[src/rtl/message_scheduler_if.sv]
// rtl/message_scheduler_if.sv - request handshake bundle between game FSM and message scheduler
interface message_scheduler_if;
  logic       req_valid;
  logic       req_ready;
  logic [3:0] req_state;
  logic [3:0] req_level;
  logic       req_blink;

  modport master (output req_valid, req_state, req_level, req_blink, input req_ready);
  modport slave  (input req_valid, req_state, req_level, req_blink, output req_ready);
endinterface

[src/rtl/message_scheduler.sv]
// rtl/message_scheduler.sv - queued HEX message sequencer with dwell/gap timing; MSG_BLINK_EN adds per-message blink
module message_scheduler #(
  parameter int unsigned DWELL_CYCLES = 50_000_000,
  parameter int unsigned GAP_CYCLES   = 5_000_000,
  parameter int unsigned DEPTH        = 4,
  parameter int unsigned BLINK_CYCLES = 12_500_000
) (
  input  logic                clk,
  input  logic                resetn,
  message_scheduler_if.slave  req,
  input  logic                hold,
  input  logic                flush,
  output logic [3:0]          state_number,
  output logic [3:0]          level_number,
  output logic                busy,
  output logic                msg_done
);

  localparam int unsigned AW = (DEPTH > 1) ? $clog2(DEPTH) : 1;
  localparam logic [AW:0] FULL_CNT = DEPTH[AW:0];
  localparam logic [3:0]  BLANK    = 4'hF;

  typedef enum logic [1:0] {IDLE, SHOW, GAP} state_t;

  state_t      state_q, state_d;
  logic [31:0] cnt_q, cnt_d;
  logic [3:0]  disp_q, disp_d;
  logic [3:0]  lvl_q, lvl_d;
  logic        done_q, done_d;

  logic [3:0]  st_mem_q [DEPTH];
  logic [3:0]  lv_mem_q [DEPTH];
  logic [AW-1:0] wr_ptr_q, rd_ptr_q;
  logic [AW:0]   count_q;
  logic          full, push, pop;

  // Ready is gated by flush so a request offered alongside a flush is never taken.
  assign full          = (count_q == FULL_CNT);
  assign req.req_ready = resetn & ~full & ~flush;
  assign push          = req.req_valid & req.req_ready;

  always_ff @(posedge clk) begin
    if (push) begin
      st_mem_q[wr_ptr_q] <= req.req_state;
      lv_mem_q[wr_ptr_q] <= req.req_level;
    end
  end

  always_ff @(posedge clk) begin
    if (!resetn || flush) begin
      wr_ptr_q <= '0;
      rd_ptr_q <= '0;
      count_q  <= '0;
    end else begin
      if (push) wr_ptr_q <= wr_ptr_q + 1'b1;
      if (pop)  rd_ptr_q <= rd_ptr_q + 1'b1;
      case ({push, pop})
        2'b10:   count_q <= count_q + 1'b1;
        2'b01:   count_q <= count_q - 1'b1;
        default: count_q <= count_q;
      endcase
    end
  end

`ifdef MSG_BLINK_EN
  logic        bl_mem_q [DEPTH];
  logic        cur_blink_q, cur_blink_d;
  logic        boff_q, boff_d;
  logic [31:0] bcnt_q, bcnt_d;

  always_ff @(posedge clk) begin
    if (push) bl_mem_q[wr_ptr_q] <= req.req_blink;
  end
`else
  logic unused_blink;
  assign unused_blink = req.req_blink;
`endif

  always_comb begin
    state_d = state_q;
    cnt_d   = cnt_q;
    disp_d  = disp_q;
    lvl_d   = lvl_q;
    done_d  = 1'b0;
    pop     = 1'b0;
`ifdef MSG_BLINK_EN
    cur_blink_d = cur_blink_q;
    boff_d      = boff_q;
    bcnt_d      = bcnt_q;
`endif
    case (state_q)
      IDLE: if (count_q != '0) pop = 1'b1;
      SHOW: begin
        if (!hold) begin
`ifdef MSG_BLINK_EN
          if (bcnt_q == 32'(BLINK_CYCLES - 1)) begin
            bcnt_d = '0;
            boff_d = ~boff_q;
          end else begin
            bcnt_d = bcnt_q + 1'b1;
          end
`endif
          if (cnt_q == '0) begin
            state_d = GAP;
            cnt_d   = 32'(GAP_CYCLES - 1);
            disp_d  = BLANK;
            done_d  = 1'b1;
          end else begin
            cnt_d = cnt_q - 1'b1;
          end
        end
      end
      GAP: begin
        if (cnt_q == '0) begin
          if (count_q != '0) pop = 1'b1;
          else               state_d = IDLE;
        end else begin
          cnt_d = cnt_q - 1'b1;
        end
      end
      default: state_d = IDLE;
    endcase
    if (pop) begin
      state_d = SHOW;
      cnt_d   = 32'(DWELL_CYCLES - 1);
      disp_d  = st_mem_q[rd_ptr_q];
      lvl_d   = lv_mem_q[rd_ptr_q];
`ifdef MSG_BLINK_EN
      cur_blink_d = bl_mem_q[rd_ptr_q];
      boff_d      = 1'b0;
      bcnt_d      = '0;
`endif
    end
    // Flush overrides everything above, including a pop or a dwell expiry this cycle.
    if (flush) begin
      state_d = IDLE;
      cnt_d   = '0;
      disp_d  = BLANK;
      done_d  = 1'b0;
      pop     = 1'b0;
    end
  end

  always_ff @(posedge clk) begin
    if (!resetn) begin
      state_q <= IDLE;
      cnt_q   <= '0;
      disp_q  <= BLANK;
      lvl_q   <= '0;
      done_q  <= 1'b0;
    end else begin
      state_q <= state_d;
      cnt_q   <= cnt_d;
      disp_q  <= disp_d;
      lvl_q   <= lvl_d;
      done_q  <= done_d;
    end
  end

`ifdef MSG_BLINK_EN
  always_ff @(posedge clk) begin
    if (!resetn) begin
      cur_blink_q <= 1'b0;
      boff_q      <= 1'b0;
      bcnt_q      <= '0;
    end else begin
      cur_blink_q <= cur_blink_d;
      boff_q      <= boff_d;
      bcnt_q      <= bcnt_d;
    end
  end

  assign state_number = (state_q == SHOW && cur_blink_q && boff_q) ? BLANK : disp_q;
`else
  assign state_number = disp_q;
`endif

  assign level_number = lvl_q;
  assign msg_done     = done_q;
  assign busy         = (state_q != IDLE) | (count_q != '0);

endmodule

[src/flat_wrapper.sv]
// flat-port wrapper written by rule: the top's interface ports become plain ports
module message_scheduler_flat 
#(
  parameter int unsigned DWELL_CYCLES = 50_000_000,
  parameter int unsigned GAP_CYCLES   = 5_000_000,
  parameter int unsigned DEPTH        = 4,
  parameter int unsigned BLINK_CYCLES = 12_500_000
)
  (clk, resetn, hold, flush, state_number, level_number, busy, msg_done, req_req_valid, req_req_state, req_req_level, req_req_blink, req_req_ready);
  message_scheduler_if req_i ();
  input  logic clk;
  input  logic resetn;
  input  logic hold;
  input  logic flush;
  output logic [3:0] state_number;
  output logic [3:0] level_number;
  output logic busy;
  output logic msg_done;
  input wire logic [$bits(req_i.req_valid)-1:0] req_req_valid;
  input wire logic [$bits(req_i.req_state)-1:0] req_req_state;
  input wire logic [$bits(req_i.req_level)-1:0] req_req_level;
  input wire logic [$bits(req_i.req_blink)-1:0] req_req_blink;
  output wire logic [$bits(req_i.req_ready)-1:0] req_req_ready;
  assign req_i.req_valid = req_req_valid;
  assign req_i.req_state = req_req_state;
  assign req_i.req_level = req_req_level;
  assign req_i.req_blink = req_req_blink;
  assign req_req_ready = req_i.req_ready;
  message_scheduler #(.DWELL_CYCLES(DWELL_CYCLES), .GAP_CYCLES(GAP_CYCLES), .DEPTH(DEPTH), .BLINK_CYCLES(BLINK_CYCLES)) u_core (.clk(clk), .resetn(resetn), .req(req_i), .hold(hold), .flush(flush), .state_number(state_number), .level_number(level_number), .busy(busy), .msg_done(msg_done));
endmodule
[config.mk]
export PLATFORM = sky130hd
export DESIGN_NAME = message_scheduler_flat
export DESIGN_NICKNAME = d
export VERILOG_FILES = /design/src/rtl/message_scheduler_if.sv /design/src/rtl/message_scheduler.sv /design/src/flat_wrapper.sv
export SDC_FILE = /design/constraint.sdc
export NUM_CORES = 1
export LEC_CHECK = 0
export BUFFER_PORTS_ARGS = -buffer_cell sky130_fd_sc_hd__buf_2
export CORE_UTILIZATION = 47
export DETAILED_ROUTE_END_ITERATION = 7
export MAX_ROUTING_LAYER = met4
export PLACE_DENSITY = 0.61
export SYNTH_ARGS = -nofsm -noshare
export SYNTH_HDL_FRONTEND = slang
export SYNTH_SLANG_ARGS = --single-unit
[constraint.sdc]
create_clock -name clk -period 4.3 [get_ports clk]
set_clock_uncertainty 0.1 [all_clocks]
set_input_delay 0.215 -clock clk [delete_from_list [all_inputs] [get_ports clk]]
set_output_delay 0.215 -clock clk [all_outputs]
set_load 0.01 [all_outputs]
==> results of run 1 <==
cell families (layout without fill, tap and decap cells):
logic type	after synthesis	count (layout)	synth area share, %
AND/OR/NAND/NOR	143	143	19.28
AO/OA/AOI/OAI	87	87	15.14
flip-flops	84	84	51.66
buffers and inverters	29	64	2.971
XOR/XNOR	17	17	3.842
multiplexers	8	8	4.650
adder cells (fa/ha/maj)	7	7	2.454
critical path, stage by stage, from the launching register on:
cell and delay [ns]:
dfxtp_1 0.36, inv_1 0.07, ha_1 0.20, nor3b_1 0.36
and4_1 0.44, nand4_1 0.19, a21o_1 0.23, nor2_1 0.10
ha_1 0.18, inv_1 0.06, fa_1 0.37, xor2_1 0.16
or3_1 0.30, a21oi_1 0.13
through the flow:
stage                      power, W  area (sq um)  hold slack (ns)
after global placement     0.001014          4085           0.3313
after global routing       0.001678          4382          0.03805
after CTS                  0.001623          4382          0.04085
final                      0.001611          4382          0.05014
after detailed placement   0.001016          4085           0.3370
after floorplan           0.0009691          3875           0.2139
how the worst max path moves through the flow:
stage / start / endpoint / slack (ns) / cells past startpoint
floorplan: u_core.cnt_q[0] / u_core.count_q[2] / 0.81 / 16
global placement: u_core.cnt_q[0] / u_core.count_q[2] / 1.07 / 13
CTS: u_core.cnt_q[0] / u_core.count_q[2] / 0.99 / 13
finish: u_core.cnt_q[0] / u_core.count_q[2] / 0.98 / 13
detailed placement: u_core.cnt_q[0] / u_core.count_q[2] / 1.03 / 13
global route: u_core.cnt_q[0] / u_core.count_q[2] / 0.69 / 13
sequential cells by signal, indices dropped and copies added (netlist names), named ones only:
| signal | count |
|---|---|
| u_core.level_number | 4 |
| u_core.lv_mem_q | 16 |
| u_core.cnt_q | 32 |
| u_core.msg_done | 1 |
| u_core.count_q | 3 |
| u_core.wr_ptr_q | 2 |
| u_core.st_mem_q | 16 |
| u_core.rd_ptr_q | 2 |
| u_core.state_q | 2 |
| u_core.state_number | 4 |
layout make-up:
class                      instances  share of cell area [%]
sequential                        84                   45.69
multi-input combinational        262                   40.12
timing repair buffer              36                   5.311
tap                              102                   2.913
clock buffer                       9                   2.827
clock inverter                     7                   2.113
inverter                          12                   1.028
placed cells by master (no fill, tap or decap), drive strengths merged, types with 9 or more instances in the layout:
cell / n
or3: 10
nor3: 19
buf: 28
nor2: 49
nand2: 22
edfxtp: 32
clkbuf: 9
dfxtp: 52
a21oi: 20
inv: 15
o21ai: 21
xor2: 11
report_power, final:
part	switching [W]	internal, W	total, W	leakage, nW
Clock	0.000323	0.000283	0.000606	0.103
Sequential	0.00000714	0.000833	0.000840	0.709
Combinational	0.000109	0.0000565	0.000165	0.746
Total	0.000438	0.00117	0.00161	1.56
layer usage:
| layer | part of all wire [%] | wire length (microns) |
|---|---|---|
| met5 | 0 | 0 |
| met4 | 1.7 | 146 |
| met3 | 3.4 | 291 |
| met2 | 47 | 4031 |
| met1 | 47 | 4038 |
==> key figures, run 1 <==
Run status
  – Outcome: complete, no violations

Setup path
  – Max FO, Critical Path: 7
  – CP endpoint kind: register
  – FF-to-FF End: u_core.count_q[2]
  – Data required, critical path: ~4.5 ns
  – WP data arrival: 3.51 ns
  – Startpoint Class: register
  – WS Path Type: register to register
  – R2r startpoint: u_core.cnt_q[0]
  – R2R setup slack: 0.98 ns
  – Reg2reg path depth: 13

Hold path
  – Worst min path class: input port to register
  – Worst hold start: resetn
  – Worst Hold End: u_core.level_number[0]
  – Worst hold path depth: 2

Timing
  – Worst-Margin Slew: 1.187 ns
  – Count of pins over their slew limit: 0
  – Setup violators final: 0
  – Setup TNS: 0 ns
  – Slew margin rel.: 19.86%
  – Achievable frequency: 301.5 MHz
  – Fin worst setup slack: between 0.9 and 1 ns
  – Hold Vio Cnt, Final: 0
  – Fin crit period: 3.317 ns
  – Unrepaired setup endpoints after global routing: no
  – Final critical-path share of the clock period: between 70% and 80%

Clock tree
  – Hold buffers post-CTS: 8
  – Clock Pin Slew Worst Setup and Hold Paths: about 0.10 ns
  – Clk sink count: 84
  – Clock Path Buffers: 2
  – Resized Gates After CTS: 0
  – Clock Latency Late Sink: 0.36 ns
  – H-tree depth: 3
  – Root Buffer Master: clkbuf_8
  – Post-CTS Setup Bufs: 0
  – Total CTS buffers: 9
  – CTS tree: done

Global route
  – GR Util met3: 4.844%
  – First-pass GRT wire length: approximately 14000 microns
  – Initial antenna violation count: 0
  – Vias in the first global route: 2810
  – Gr usage total: about 22%
  – Met1 usage: 28.01%
  – Largest net degree at the start of global routing: 28
  – GRT busiest layer: met2
  – Congestion Overflow GR: 0
  – GR Layer Usage met2: 34.68%

Floorplanning
  – Die area: 8612 sq um
  – Die Ht: 92.80 microns
  – Core Area: 7848 sq um
  – FP Rows: 32
  – Io pins: 25
  – Die W: 92.80 microns
  – Starting Density: 49.38%

Logic synthesis
  – Area leader, netlist: dfxtp_1
  – Synth Warn #: 0
  – EDFF count, synth: 32
  – Yosys cell types: between 50 and 60
  – Top-count cell post-synth: dfxtp_1
  – Top cell type's share of synthesized area: a little over a quarter
  – Ys async rst share: 0%
  – Commonest cells post-synth: dfxtp_1 (52), nor2_1 (48), edfxtp_1 (32), nand2_1 (21), a21oi_1 (18)
  – Most common flop cell mapped by yosys: dfxtp_1
  – Post-synth net total: 396
  – Syn Area/Cell: 10.33 sq um
  – Synth Instances: 375
  – Mapped Area: 3875 sq um
  – Seq/Total Area, Yosys: between 50% and 60%
  – Yosys reg bits: 84
  – Largest cells by area after synthesis: dfxtp_1 (27%), edfxtp_1 (25%), mux4_2 (4.6%)

Finish
  – Storage element area: around 2000 sq um
  – Layout cells sized above 1: 16.34%
  – Multi-input gate area: 1758 sq um
  – Finished Core Util: 55.84%
  – # diodes: 0
  – Post-Layout Cell Count: between 500 and 600
  – Layout area overhead: 13.08%
  – Nets@finish: 426
  – Fill cells: 729

Place
  – Dpl cells: 488
  – IO Port Bufs: 23
  – Hpwl dp: 5813 microns
  – Gpl congestion: 0.7817
  – Pre-CTS WS: 1.033 ns

Detailed routing
  – WL final: between 8000 and 9000 microns
  – Wire length per cell: between 15 and 20 microns
  – Antenna-violating nets left: 0
  – DRC violations left: 0
  – First drt pass iteration count: 6
  – Initial DRC Count: 189
  – Vias per cell: 5.705
  – Routed vias: 2921

Pwr
  – Max rail drop VDD: around 0.22 mV
  – P_leak: roughly 1.6 nW
  – PD cells: approximately 370 nW/um^2

Run
  – Max cap viols: 0
(Power assumes the default switching activity.)
==> run 2: changes to the inputs <==
==> constraint.sdc (replaced) <==
create_clock -name clk -period 3.1 [get_ports clk]
set_clock_uncertainty 0.1 [all_clocks]
set_input_delay 0.155 -clock clk [delete_from_list [all_inputs] [get_ports clk]]
set_output_delay 0.155 -clock clk [all_outputs]
set_load 0.01 [all_outputs]
==> run 2 against run 1 <==
Power up 36%; highest routed layer unchanged; sequential share of layout area fell by 0.96 points; combinational power up 47%; worst setup slack got worse by 0.76 ns; first-iteration DRC count is 3.2% higher; critical endpoint unchanged; clock power increased by 29%.
==> key figures, run 2 (synthesis results as in run 1) <==
Timing
  – Final critical-path share of the clock period: 92.66% (+16 points)
  – Unrepaired setup endpoints after global routing: no
  – Setup TNS: 0 ns (unchanged)
  – Count of pins over their slew limit: 0 (unchanged)
  – Setup violators final: 0 (unchanged)
  – Hold Vio Cnt, Final: 0 (unchanged)
  – Slew margin rel.: 39.14% (+19 points)
  – Worst-Margin Slew: 0.9110 ns (-0.2755 ns)
  – Fin crit period: 2.873 ns (-0.4445 ns)
  – Achievable frequency: 348.1 MHz (+15%)

Clock tree
  – CTS tree: done
  – H-tree depth: 3 (unchanged)
  – Clock Latency Late Sink: 0.36 ns (about the same)
  – Clock Path Buffers: 2 (unchanged)
  – Root Buffer Master: clkbuf_8
  – Total CTS buffers: 9 (unchanged)
  – Clk sink count: 84 (unchanged)
  – Clock Pin Slew Worst Setup and Hold Paths: 0.10 ns (about the same)

Setup path
  – Crit path buffers/inverters: 1 (-1)
  – R2r startpoint: u_core.cnt_q[14]
  – FF-to-FF End: u_core.count_q[2]
  – Startpoint Class: register
  – Data required, critical path: 3.30 ns (-1.19 ns)
  – CP max stage cell: or4_4
  – WS Path Type: register to register
  – Max FO, Critical Path: 6 (-1)
  – WP depth: 11 (-2)
  – Reg2reg path depth: 11 (-2)
  – CP endpoint kind: register
  – CP Cell Sequence: or4_4 -> nor3_4 -> nand4_1 -> a21o_1 -> nor2_2 -> ha_2 -> inv_1 -> fa_2 -> xor2_1 -> or3_1 -> a21oi_1
  – R2R setup slack: 0.23 ns (-0.76 ns)
  – Top delay family on crit path: simple AND/OR/NAND/NOR gates
  – WP data arrival: 3.07 ns (-0.44 ns)
  – Critical path origin: u_core.cnt_q[14]
  – CP max stage delay: 0.57 ns (+0.13 ns)

Global route
  – Initial antenna violation count: 0 (unchanged)
  – First-pass GRT wire length: 14180 microns (+0.59%)
  – Congestion Overflow GR: 0 (unchanged)
  – Gr usage total: 22.10% (+0.10 points)
  – Largest net degree at the start of global routing: 28 (unchanged)
  – Vias in the first global route: 2905 (+3.4%)

Finish
  – Finished Core Util: 57.11% (+1.3 points)
  – Storage element area: 2004 sq um (+0.12%)
  – Layout area overhead: 15.66%
  – Max FFs per register: 32 (unchanged)
  – Most flops, register: u_core.cnt_q
  – Multi-input gate area: 1799 sq um (+2.3%)
  – Fill cells: 692 (-5.1%)
  – Most common cell after layout, fill and taps aside: dfxtp_1
  – # diodes: 0 (unchanged)
  – Most frequent cells in the layout: dfxtp_1 (50), nor2_1 (46), edfxtp_1 (32)
  – Nets@finish: 435 (+2.1%)
  – Layout cells sized above 1: 20.29% (+3.9 points)
  – Biggest regs: u_core.cnt_q x32, u_core.lv_mem_q x16, u_core.st_mem_q x16

Pwr
  – PD cells: 488.8 nW/um^2 (+33%)
  – Max rail drop VDD: 0.2726 mV (+23%)
  – P_leak: 1.613 nW (+3.6%)

Floorplanning
  – FP Rows: 32 (unchanged)
  – Die Ht: 92.80 microns (unchanged)
  – Core Area: 7848 sq um (unchanged)
  – Die W: 92.80 microns (unchanged)
  – Io pins: 25 (unchanged)
  – Die area: 8612 sq um (unchanged)
  – Starting Density: 49.38% (unchanged)

Hold path
  – Worst hold start: hold
  – Worst Hold End: u_core.state_q[0]
  – Worst min path class: input port to register
  – Worst hold path depth: 3 (+1)

Place
  – Hpwl dp: 5921 microns (+1.9%)
  – IO Port Bufs: 23 (unchanged)
  – Gpl congestion: 0.8561 (+9.5%)

Run status
  – Outcome: complete, no violations

Detailed routing
  – First drt pass iteration count: 4 (-2)
  – WL final: 8514 microns (about the same)
  – Wire length per cell: 16.34 microns (-1.6%)
  – Vias per cell: 5.582 (-2.2%)
  – Initial DRC Count: 195 (+3.2%)
  – DRC violations left: 0 (unchanged)
  – Routed vias: 2908 (-0.45%)
  – Antenna-violating nets left: 0 (unchanged)

Run
  – Max cap viols: 0 (unchanged)
## run 2: changes by cell type in the layout (fill, tap and decap cells not counted), moves of 2 or more
| cell | change |
|---|---|
| dfxtp_1 | -2 |
| ha_1 | -2 |
| buf_4 | +8 |
| dfxtp_2 | +2 |
| clkinv_4 | +2 |
| ha_2 | +2 |
| clkinvlp_4 | -2 |
| nor2_1 | -2 |
## run 2: area by class of cell
type                            instances  share of cell area, %
Sequential cell                        84                  44.72
Tap cell                              102                  2.848
Timing Repair Buffer                   45                  6.756
Multi-Input combinational cell        262                  40.15
Clock inverter                          7                  1.759
Inverter                               12                  1.005
Clock buffer                            9                  2.764
## run 2: metrics by stage
stage | worst slack, ns | instance area (sq um) | std cells | hold WS [ns] | power, W
CTS | 0.1476 | 4462 | 520 | 0.03419 | 0.002204
finish | 0.2275 | 4482 | 521 | 0.04389 | 0.002191
global route | 0.002084 | 4482 | 521 | 0.05489 | 0.002288
global placement | 0.2134 | 4169 | 495 | 0.2678 | 0.001419
floorplan | -0.002444 | 3928 | 375 | 0.1539 | 0.001350
detailed placement | 0.1809 | 4169 | 495 | 0.2716 | 0.001420
## run 2: repair_timing
| item | in CTS | in global routing |
|---|---|---|
| endpoints found under the hold margin | 36 | 0 |
| endpoints found under the setup margin | 0 | 1 |
| gates resized for setup | 0 | 4 |
| setup buffers | 0 | 1 |
| hold buffers | 9 | 0 |
## run 2: tightest hold or removal path: stages
cell and delay [ns]:
buf_2 0.10, o21ai_0 0.08, a21oi_1 0.13
## run 2: where the power goes
part | switching [W] | internal, W | leakage, nW | total (W)
clock network | 0.000463 | 0.000319 | 0.102 | 0.000782
logic | 0.000154 | 0.0000895 | 0.802 | 0.000243
registers | 0.0000101 | 0.00116 | 0.710 | 0.00117
total | 0.000627 | 0.00156 | 1.61 | 0.00219
## run 2: how the worst max path moves through the flow
stage                             end  slack (ns)
floorplan           u_core.count_q[2]      -0.002
global placement    u_core.count_q[2]        0.21
detailed placement  u_core.count_q[2]        0.18
CTS                 u_core.count_q[2]        0.15
global route        u_core.count_q[2]       0.002
finish              u_core.count_q[2]        0.23
## run 2: routing by layer
layer / up-vias / wire, microns / track usage [%]
met5: - / 0 / -
met4: 0 / 148 / 7.436
met3: 12 / 350 / 5.090
met2: 62 / 4030 / 34.62
met1: 1372 / 3985 / 28.26
li1: 1462 / - / -
==> run 3: changes to the inputs <==
--- a/config.mk
+++ b/config.mk
@@ -5,7 +5,8 @@
 export SDC_FILE = /design/constraint.sdc
 export NUM_CORES = 1
 export LEC_CHECK = 0
-export BUFFER_PORTS_ARGS = -buffer_cell sky130_fd_sc_hd__buf_2
+export ABC_AREA = 1
+export BUFFER_PORTS_ARGS = -buffer_cell sky130_fd_sc_hd__buf_4
 export CORE_UTILIZATION = 47
 export DETAILED_ROUTE_END_ITERATION = 7
 export MAX_ROUTING_LAYER = met4
==> run 3 against run 2 <==
Non-clock buffer count is 9 lower; final area rose by 5.5%; sequential cell count is the same; global-route usage rose by 0.11 points; worst hold slack lost 0.025 ns; via count is 18% higher; sequential share of layout area fell by 2.4 points; worst setup slack better by 0.062 ns; sequential power barely moved; critical endpoint unchanged; largest cell class unchanged; largest power group unchanged.
==> key figures, run 3 <==
Logic synthesis
  – Syn Area/Cell: 7.992 sq um (-23%)
  – EDFF count, synth: 32 (unchanged)
  – Commonest cells post-synth: nor2_1 (111), nand2_1 (92), dfxtp_1 (52), inv_1 (47), edfxtp_1 (32)
  – Area leader, netlist: dfxtp_1
  – Synth Area in Compound Gates: 10.64% (-4.5 points)
  – Synth Instances: 524 (+40%)
  – Top cell type's share of synthesized area: 24.86% (-2.0 points)
  – Seq/Total Area, Yosys: 47.80% (-3.9 points)
  – Synth Warn #: 0 (unchanged)
  – Main combinational cell family by area after synthesis: simple AND/OR/NAND/NOR gates
  – Yosys reg bits: 84 (unchanged)
  – Most common flop cell mapped by yosys: dfxtp_1
  – Post-synthesis xor/xnor area fraction: 3.765% (-0.078 points)
  – Synth Area in Simple Gates: 28.92% (+9.6 points)
  – Post-synthesis mux area share: 0% (-4.6 points)
  – Mapped Area: 4188 sq um (+8.1%)
  – Top-count cell post-synth: nor2_1
  – Ys async rst share: 0% (unchanged)
  – Adder-Cell Fraction of Synth Area: 2.271% (-0.18 points)
  – Yosys cell types: 38 (-28%)
  – Largest cells by area after synthesis: dfxtp_1 (25%), edfxtp_1 (23%), nor2_1 (9.9%)
  – Post-synth net total: 545 (+38%)

Clock tree
  – Clock Path Buffers: 2 (unchanged)
  – Hold buffers post-CTS: 9 (unchanged)
  – Clk sink count: 84 (unchanged)
  – Clock Latency Late Sink: 0.36 ns (about the same)
  – Resized Gates After CTS: 0 (unchanged)
  – Post-CTS Setup Bufs: 0 (unchanged)
  – Clock Pin Slew Worst Setup and Hold Paths: 0.11 ns (about the same)
  – Root Buffer Master: clkbuf_8
  – CTS tree: done
  – Total CTS buffers: 9 (unchanged)
  – H-tree depth: 3 (unchanged)

Detailed routing
  – Vias per cell: 5.118 (-8.3%)
  – First drt pass iteration count: 4 (unchanged)
  – Antenna-violating nets left: 0 (unchanged)
  – Routed vias: 3434 (+18%)
  – Initial DRC Count: 101 (-48%)
  – Wire length per cell: 13.48 microns (-18%)
  – WL final: 9046 microns (+6.2%)
  – DRC violations left: 0 (unchanged)

Pwr
  – Combinational power share: 12.6% (+1.5 points)
  – Total power: 0.002241 W (+2.3%)
  – Clock share of power: 35.3% (-0.4 points)
  – Switching Power: 0.0006619 W (+5.6%)
  – Power Internal: 0.001579 W (+1.0%)
  – Sequential share of power: 52.1% (-1.1 points)
  – PD cells: 474.1 nW/um^2 (-3.0%)
  – P_leak: 1.954 nW (+21%)
  – Max rail drop VDD: 0.2545 mV (-6.6%)
  – Switching Share: 29.53% (+0.92 points)

Setup path
  – WP data arrival: 2.96 ns (-0.11 ns)
  – WS Path Type: register to register
  – Max FO, Critical Path: 7 (+1)
  – Startpoint Class: register
  – R2R setup slack: 0.29 ns (+0.06 ns)
  – Data required, critical path: 3.25 ns (-0.05 ns)
  – CP endpoint kind: register

Finish
  – Most flops, register: u_core.cnt_q
  – # diodes: 0 (unchanged)
  – Layout cells sized above 1: 12.43% (-7.9 points)
  – Most frequent cells in the layout: nor2_1 (111), nand2_1 (92), dfxtp_1 (52)
  – Most common cell after layout, fill and taps aside: nor2_1
  – Layout area overhead: 12.88%
  – Post-Layout Cell Count: 671 (+29%)
  – Biggest regs: u_core.cnt_q x32, u_core.lv_mem_q x16, u_core.st_mem_q x16
  – Nets@finish: 579 (+33%)
  – Finished Core Util: 54.47% (-2.6 points)
  – Max FFs per register: 32 (unchanged)

Timing
  – Fin crit period: 2.811 ns (-0.06160 ns)
  – Hold Vio Cnt, Final: 0 (unchanged)
  – Final critical-path share of the clock period: 90.67% (-2.0 points)
  – Slew margin rel.: 47.80% (+8.7 points)
  – Setup violators final: 0 (unchanged)
  – Count of pins over their slew limit: 0 (unchanged)
  – Setup TNS: 0 ns (unchanged)
  – Smallest hold slack: 0.01856 ns (-0.02533 ns)
  – Achievable frequency: 355.8 MHz (+2.2%)
  – Unrepaired setup endpoints after global routing: no
  – Worst-Margin Slew: 0.7802 ns (-0.1308 ns)

Global route
  – Congestion Overflow GR: 0 (unchanged)
  – First-pass GRT wire length: 14970 microns (+5.6%)
  – Vias in the first global route: 3277 (+13%)
  – Largest net degree at the start of global routing: 38 (+36%)
  – Gr usage total: 22.21% (+0.11 points)
  – Initial antenna violation count: 0 (unchanged)

Place
  – Hpwl dp: 6461 microns (+9.1%)
  – Gpl congestion: 0.8842 (+3.3%)
  – IO Port Bufs: 23 (unchanged)
  – Dpl cells: 646 (+31%)

Floorplanning
  – Io pins: 25 (unchanged)
  – Die W: 96.40 microns (+3.9%)
  – Die area: 9292 sq um (+7.9%)
  – Die Ht: 96.40 microns (+3.9%)
  – FP Rows: 34 (+6.3%)
  – Core Area: 8678 sq um (+11%)
  – Starting Density: 48.26% (-1.1 points)

Run status
  – Outcome: complete, no violations

Hold path
  – Worst min path class: input port to register

Run
  – Max cap viols: 0 (unchanged)
## run 3: changes by cell type in the layout (fill, tap and decap cells not counted), moves of 7 or more
cell,previous run,this run
and3_1,7,0
or3_1,9,1
nand2_1,21,92
nand3_1,3,28
a21oi_1,18,29
buf_2,23,0
o2111ai_1,7,0
inv_1,12,47
o21ai_0,16,27
nor2_1,46,111
mux4_2,8,0
nor3_1,17,6
buf_4,13,27
## run 3: layout make-up
cell class	count	area [sq um]
Timing Repair Buffer	36	292.8
Inverter	50	187.7
Fill cell	839	3951
Sequential cell	84	2002
Tap cell	108	135.1
Clock buffer	9	123.9
Multi-Input combinational cell	377	1909
Clock inverter	7	76.32
## run 3: power by group through the flow
stage | sequential, W | clock [W] | combinational (W)
2_1_floorplan | 0.00119 | 0 | 0.000200
3_3_place_gp | 0.00119 | 0 | 0.000268
3_5_place_dp | 0.00119 | 0 | 0.000274
4_1_cts | 0.00117 | 0.000810 | 0.000284
5_1_grt | 0.00117 | 0.000847 | 0.000318
6_report | 0.00117 | 0.000791 | 0.000282
## run 3: kinds of logic (layout without fill, tap and decap cells)
logic type / after synthesis / count (layout)
buffers and inverters: 63 / 102
xor gates and xnor gates: 18 / 18
adders and majority gates: 7 / 7
AOI/OAI and AO/OA: 78 / 78
and+or+nand+nor: 274 / 274
DFF: 84 / 84
## run 3: final timing paths
path	startpoint	to	depth (start not counted)
worst max-delay path	u_core.cnt_q[0]	u_core.count_q[2]	15
worst min-delay path	flush	u_core.rd_ptr_q[0]	3
worst max register to register	u_core.cnt_q[0]	u_core.count_q[2]	15
worst min register to register	u_core.count_q[2]	u_core.count_q[2]	2
## run 3: critical path, cell delays in order (launching register included)
cell and delay (ns):
dfxtp_1 0.34, inv_1 0.11, ha_1 0.22, nand2_2 0.11
nor2_4 0.22, nand2_2 0.11, o21ai_4 0.20, nand2_2 0.10
nor2_4 0.14, ha_1 0.15, inv_1 0.07, fa_1 0.38
a21oi_1 0.14, o21ai_0 0.10, o21ai_0 0.17, a21oi_1 0.05
## run 3: through the flow
stage / area, sq um / setup WS [ns]
6_report: 4727 / 0.2891
5_1_grt: 4727 / 0.02347
3_5_place_dp: 4437 / 0.3149
4_1_cts: 4727 / 0.2973
2_1_floorplan: 4188 / 0.4894
3_3_place_gp: 4437 / 0.3770
## run 3: per-layer routing
| layer | vias to the layer above | track usage, % | part of all wire, % |
|---|---|---|---|
| met3 | 13 | 3.208 | 2.3 |
| met2 | 56 | 38.77 | 49 |
| met4 | 0 | 8.578 | 2.1 |
| met5 | - | - | 0 |
| met1 | 1575 | 25.87 | 46 |
| li1 | 1790 | - | - |
